File: src/rtl/deserializer.sv
// Serial-to-parallel receiver: packs MSB-first bits into DATA_W words behind a one-entry valid/ready holding register.
// Optional DESER_FLUSH_EN adds flush_i/deser_mod_o to emit a left-aligned partial word.
module deserializer #(
   parameter  int DATA_W = 16,
   localparam int MOD_W  = $clog2(DATA_W)
) (
   input  logic              clk_i,
   input  logic              rst_n_i,
   input  logic              ser_data_i,
   input  logic              ser_data_val_i,
`ifdef DESER_FLUSH_EN
   input  logic              flush_i,
   output logic [MOD_W-1:0]  deser_mod_o,
`endif
   output logic [DATA_W-1:0] deser_data_o,
   output logic              deser_data_val_o,
   input  logic              deser_data_rdy_i,
   output logic              busy_o,
   output logic              overflow_o
);

   typedef enum logic {EMPTY = 1'b0, FULL = 1'b1} hold_state_t;

   hold_state_t       state_reg;
   logic [DATA_W-1:0] shift_reg;
   logic [DATA_W-1:0] shift_next;
   logic [MOD_W-1:0]  cnt_reg;
   logic [MOD_W-1:0]  cnt_next;
   logic [DATA_W-1:0] data_reg;
   logic              busy_reg;
   logic              overflow_reg;
   logic              complete;
   logic              emit;
   logic [DATA_W-1:0] shifted;
   logic [DATA_W-1:0] word_next;
`ifdef DESER_FLUSH_EN
   logic [MOD_W-1:0]  mod_reg;
   logic [MOD_W-1:0]  mod_next;
   logic [MOD_W:0]    n_bits;
`endif

   assign shifted  = {shift_reg[DATA_W-2:0], ser_data_i};
   assign complete = ser_data_val_i && (cnt_reg == MOD_W'(DATA_W - 1));

   always_comb begin
      shift_next = shift_reg;
      cnt_next   = cnt_reg;
      emit       = 1'b0;
      word_next  = shifted;
`ifdef DESER_FLUSH_EN
      mod_next   = '0;
      n_bits     = (MOD_W+1)'(cnt_reg) + (MOD_W+1)'(ser_data_val_i);
`endif
      if (ser_data_val_i) begin
         shift_next = shifted;
         // DATA_W is a power of two, so the counter wraps to 0 on completion
         cnt_next   = cnt_reg + MOD_W'(1);
      end
      if (complete) begin
         emit = 1'b1;
      end
`ifdef DESER_FLUSH_EN
      else if (flush_i && (n_bits != '0)) begin
         // Collected bits sit in the low n positions; shifting left drops stale upper bits
         emit       = 1'b1;
         word_next  = (ser_data_val_i ? shifted : shift_reg) << (DATA_W - int'(n_bits));
         mod_next   = n_bits[MOD_W-1:0];
         shift_next = '0;
         cnt_next   = '0;
      end
`endif
   end

   always_ff @(posedge clk_i or negedge rst_n_i) begin
      if (!rst_n_i) begin
         state_reg    <= EMPTY;
         shift_reg    <= '0;
         cnt_reg      <= '0;
         data_reg     <= '0;
         busy_reg     <= 1'b0;
         overflow_reg <= 1'b0;
`ifdef DESER_FLUSH_EN
         mod_reg      <= '0;
`endif
      end else begin
         shift_reg    <= shift_next;
         cnt_reg      <= cnt_next;
         busy_reg     <= (cnt_next != '0);
         overflow_reg <= 1'b0;
         case (state_reg)
            EMPTY: begin
               if (emit) begin
                  state_reg <= FULL;
                  data_reg  <= word_next;
`ifdef DESER_FLUSH_EN
                  mod_reg   <= mod_next;
`endif
               end
            end
            FULL: begin
               if (deser_data_rdy_i) begin
                  if (emit) begin
                     data_reg <= word_next;
`ifdef DESER_FLUSH_EN
                     mod_reg  <= mod_next;
`endif
                  end else begin
                     state_reg <= EMPTY;
                  end
               end else if (emit) begin
                  // Held word wins; the new one is lost and flagged
                  overflow_reg <= 1'b1;
               end
            end
            default: state_reg <= EMPTY;
         endcase
      end
   end

   assign deser_data_o     = data_reg;
   assign deser_data_val_o = (state_reg == FULL);
   assign busy_o           = busy_reg;
   assign overflow_o       = overflow_reg;
`ifdef DESER_FLUSH_EN
   assign deser_mod_o      = mod_reg;
`endif

endmodule
File: config.mk
export PLATFORM = sky130hd
export DESIGN_NAME = deserializer
export DESIGN_NICKNAME = d
export VERILOG_FILES = /design/src/rtl/deserializer.sv
export SDC_FILE = /design/constraint.sdc
export NUM_CORES = 1
export LEC_CHECK = 0
export CORE_AREA = 2 2 79 81
export DETAILED_ROUTE_END_ITERATION = 10
export DIE_AREA = 0 0 81 83
export PLACE_DENSITY = 0.42
export SYNTH_ARGS = -nofsm -noshare
export SYNTH_HDL_FRONTEND = slang
export SYNTH_SLANG_ARGS = --single-unit
File: constraint.sdc
create_clock -name clk_i -period 2.1 [get_ports clk_i]
set_input_delay 0.525 -clock clk_i [delete_from_list [all_inputs] [get_ports clk_i]]
set_output_delay 0.525 -clock clk_i [all_outputs]
set_load 0.005 [all_outputs]
* Word-level counts from Yosys, hierarchy flattened
Index checks and enable logic that the tools add are counted.
** Storage, ports and cells
- Bits of input ports :: 5
- Logic and storage cells :: 22
- Register bits :: 38
** Operators by class
- Bitwise logic cells :: 1
- Reductions and logical operators :: 2
- Equal/unequal tests :: 2
- Multiplexer cells :: 10
- Add/sub/neg operators :: 1
** Operators with widths (count)
- 16-bit 2-to-1 mux :: 2
- 16-bit one-hot mux with 2 select lines :: 1
- 1-bit 2-to-1 mux :: 5
- 4-bit by 1-bit adder with 4-bit output, second input constant :: 1
- 4-bit == test, second input constant :: 1
- 4-bit 2-to-1 mux :: 1
- 4-bit nonzero test :: 1
- 2-bit inequality test, second input constant :: 1
- 1-bit one-hot mux with 2 select lines :: 1
- 1-bit logical AND :: 1
- 1-bit NOT :: 1

* Longest topological paths before layout
- Depth after elaboration :: 6
- Mapped depth :: 6

* Least setup slack after synthesis
Ideal clock, no wire load.
- Kind :: input -> register
- Start point :: input port ser_data_val_i
- End point :: register data_reg[10] (netlist: deser_data_o[10])
- Buffers on the path :: 2
- Data arrival time :: 1398 ps
- Slack :: 577 ps
- Setup time :: 125 ps
- Cell stages on the path :: 5
- Path through :: nand4_1 nor2b_1 buf_2 buf_6 mux2_2
** Between the ends
- Longest elaborated chain between the ends :: 5
** Ends and longest elaborated chain
- start, declared :: RTL line 10 : input logic ser_data_val_i,
- 1-bit logical AND * :: RTL line 43 : assign complete = ser_data_val_i && (cnt_reg == MOD_W'(DATA_W - 1));
- 1-bit 2-to-1 mux * :: RTL line 59 : if (complete) begin
- 16-bit 2-to-1 mux *
- 16-bit 2-to-1 mux
- 16-bit one-hot mux with 2 select lines *
- end signal, assigned :: RTL line 94 : data_reg <= word_next;
- end signal, assigned :: RTL line 103 : data_reg <= word_next;
- end, declared :: RTL line 29 : logic [DATA_W-1:0] data_reg;
Mark *: on every way between the ends. The rest lies on a longest branch, timed or not. The select of a mux whose other input is x is not followed.
A chain may end at the register's enable or synchronous reset.

* Worst setup path in the final report
- Start point :: input port ser_data_val_i
- End point :: register busy_reg (netlist: busy_o)
** Between the ends
- Longest elaborated chain between the ends :: 2
** Ends and longest elaborated chain
- 4-bit 2-to-1 mux :: RTL line 54 : if (ser_data_val_i) begin
- net cnt_next[1] :: RTL line 28 : logic [MOD_W-1:0] cnt_next;
- 4-bit nonzero test :: RTL line 88 : busy_reg <= (cnt_next != '0);
- end signal, assigned :: RTL line 88
- end, declared :: RTL line 30 : logic busy_reg;
The timed path passes the listed nets, and every way through them passes these cells.

==> results_dict.tcl <==
set metrics [dict create \
    status "complete, no violations" \
    hpwl_um 1620 \
    synth_ff_type "dfrtp_1" \
    grt_pass1_vias 851 \
    avgSynthCellArea_um2 16.6 \
    worstSkewPairLatency_ps 280 \
    cp_max_fo 7 \
    period_needed_ps 1870 \
    grt_overflow 0 \
    synth-async-reset-ratio 1.00 \
    grt_first_pass_wirelength_um 4040 \
    dr.pass1.iters 2 \
    power_uw 2390 \
    grt_max_degree 39 \
    p_per_area_nw_per_um2 1280 \
    cts_resized 0 \
    largest_register_ffs 16 \
    netlist_instances 86 \
    hold_viol_final 0 \
    cts_hold_buf 0 \
    cap_violations 0 \
    drc 0 \
    num_antenna_cells 0 \
    core_area_um2 5820 \
    relSlewSlack 0.847 \
    rsz0062_at_grt "no" \
    yosys_warnings 0 \
    n_fill_cell 614 \
    gp_congestion 0.739 \
    tritoncts.num_buffers 5 \
    cp.arrival_ps 2020 \
    p_leak_uw 0.000808 \
    ios 24 \
    routed-via-count 786 \
    multi_input_area_um2 447 \
    syn_area_um2 1430 \
    cts_tree "done" \
    finalNonFillerCells 195 \
    wl_um 2370 \
    yosys.cell_types.count 14 \
    die_area_um2 6720 \
    port_buffers 23 \
    syn-num-nets 92 \
    antenna_found_initial 0 \
    drtAntennaViolNets 0 \
    dp_cells 188 \
    h-tree-depth 2 \
    clk_pin_slew_ps 70 \
    drive_gt1_frac 0.383 \
    cts_sinks 38 \
    slew_violations 0 \
    fin_nets 126 \
    finalSetupViolCount 0 \
    cp.required_ps 2250 \
    worstSetupStartpointType "primary input" \
    chipWidth_um 81 \
    worst_pin_slew_ps 228 \
    clock_path_buffers 2 \
    cp-end-kind "flop" \
    start_util 0.246 \
    fin_hold_ws_ps 198 \
    root_buffer "clkbuf_8" \
    peakVddDrop_v 0.000410 \
    grt_usage 0.0785 \
    seq_area_frac_synth 0.665 \
    wl_per_cell_um 12.1 \
    fp.dieH_um 83 \
    postCtsSetupRepairBufs 0 \
    syn_to_final_growth_pct 30.4 \
    drt_iter0_drc 32 \
    seq_area_um2 951 \
    yosys_register_bits 38 \
    criticalPathCategory "primary input to flop" \
    rows 28 \
    worst_clock_skew_ps 3.98 \
    timing.fmax_ghz 0.534 \
    hp-class "primary input to async pin" \
    avgViaCountPerCell 4.03 \
    synth-edff-count 0 \
    fin_crit_sh 0.891 \
]
synthesized netlist by cell type (2+ instances only):
cell type | instances | share of area
dfrtp_1 | 38 | 0.66
mux2_2 | 31 | 0.24
buf_2 | 2 | 0.0070
buf_6 | 2 | 0.016
nand2_1 | 2 | 0.0053
nand4_1 | 2 | 0.0087
xnor2_1 | 2 | 0.012
layer usage:
metal  global-route usage  up-vias  share of wire
met4               0.0324        0         0.0063
li1                     -      363              -
met5                    0        -              0
met2                0.110       19           0.47
met3               0.0315        3          0.052
met1                0.106      401           0.47
path summary, 6_finish.rpt:
check / depth (start not counted) / from / end / slack, ps
setup / recovery: 4 / ser_data_val_i / busy_o / 230
hold / removal: 2 / rst_n_i / deser_data_o[11] / 200
setup reg to reg: 3 / cnt_reg[0] / busy_o / 550
hold reg to reg: 1 / deser_data_o[8] / deser_data_o[8] / 510
max in group asynchronous: 2 / rst_n_i / deser_data_o[4] / 1700
min in group clk_i: 1 / deser_data_o[8] / deser_data_o[8] / 510
layout make-up:
cell class	instances	share of cell area
clock buffers	7	0.0409
multi-input cells	44	0.239
flip-flops and latches	38	0.510
well taps	75	0.0503
repair buffers	31	0.160
worst max-delay path: stages:
cell and delay [ps]:
clkdlybuf4s50_1 590, buf_4 160, mux2_4 290, or4_1 460
power by group:
part | leakage (uW) | internal [uW] | switching [uW]
registers | 0.000468 | 1030 | 179
clock network | 0.0000383 | 228 | 228
logic | 0.000301 | 519 | 207
cell families (layout without fill, tap and decap cells):
family / after synthesis / count (layout) / share of synthesized area
DFF: 38 / 38 / 0.665
muxes: 32 / 32 / 0.255
and+or+nand+nor: 8 / 8 / 0.0306
buffers and inverters: 4 / 38 / 0.0227
xor gates and xnor gates: 3 / 3 / 0.0184
adders and majority gates: 1 / 1 / 0.00875
stage by stage:
| stage | area (um^2) | setup WS [ps] | TNS (ps) | util |
|---|---|---|---|---|
| final | 1870 | 228 | 0 | 0.321 |
| after global routing | 1870 | 170 | 0 | 0.321 |
| after CTS | 1870 | 237 | 0 | 0.321 |
| after detailed placement | 1790 | -77.3 | -1150 | 0.308 |
| after global placement | 1790 | -39.6 | -607 | 0.308 |
| after floorplan | 1430 | 577 | 0 | - |
placed cells by master, fill, tap and decap left out:
| cell type | synthesis | layout |
|---|---|---|
| buf_12 | 0 | 1 |
| buf_2 | 2 | 1 |
| buf_4 | 0 | 7 |
| clkbuf_1 | 0 | 2 |
| clkbuf_8 | 0 | 5 |
| clkdlybuf4s50_1 | 0 | 22 |
| dfrtp_1 | 38 | 38 |
| ha_1 | 1 | 1 |
| mux2_2 | 31 | 31 |
| mux2_4 | 1 | 1 |
| nand2_1 | 2 | 2 |
| nand2b_1 | 1 | 1 |
| nand4_1 | 2 | 2 |
| nor2_1 | 1 | 1 |
| nor2b_1 | 1 | 1 |
| or4_1 | 1 | 1 |
| xnor2_1 | 2 | 2 |
| xor2_1 | 1 | 1 |
(Power assumes the default switching activity.)
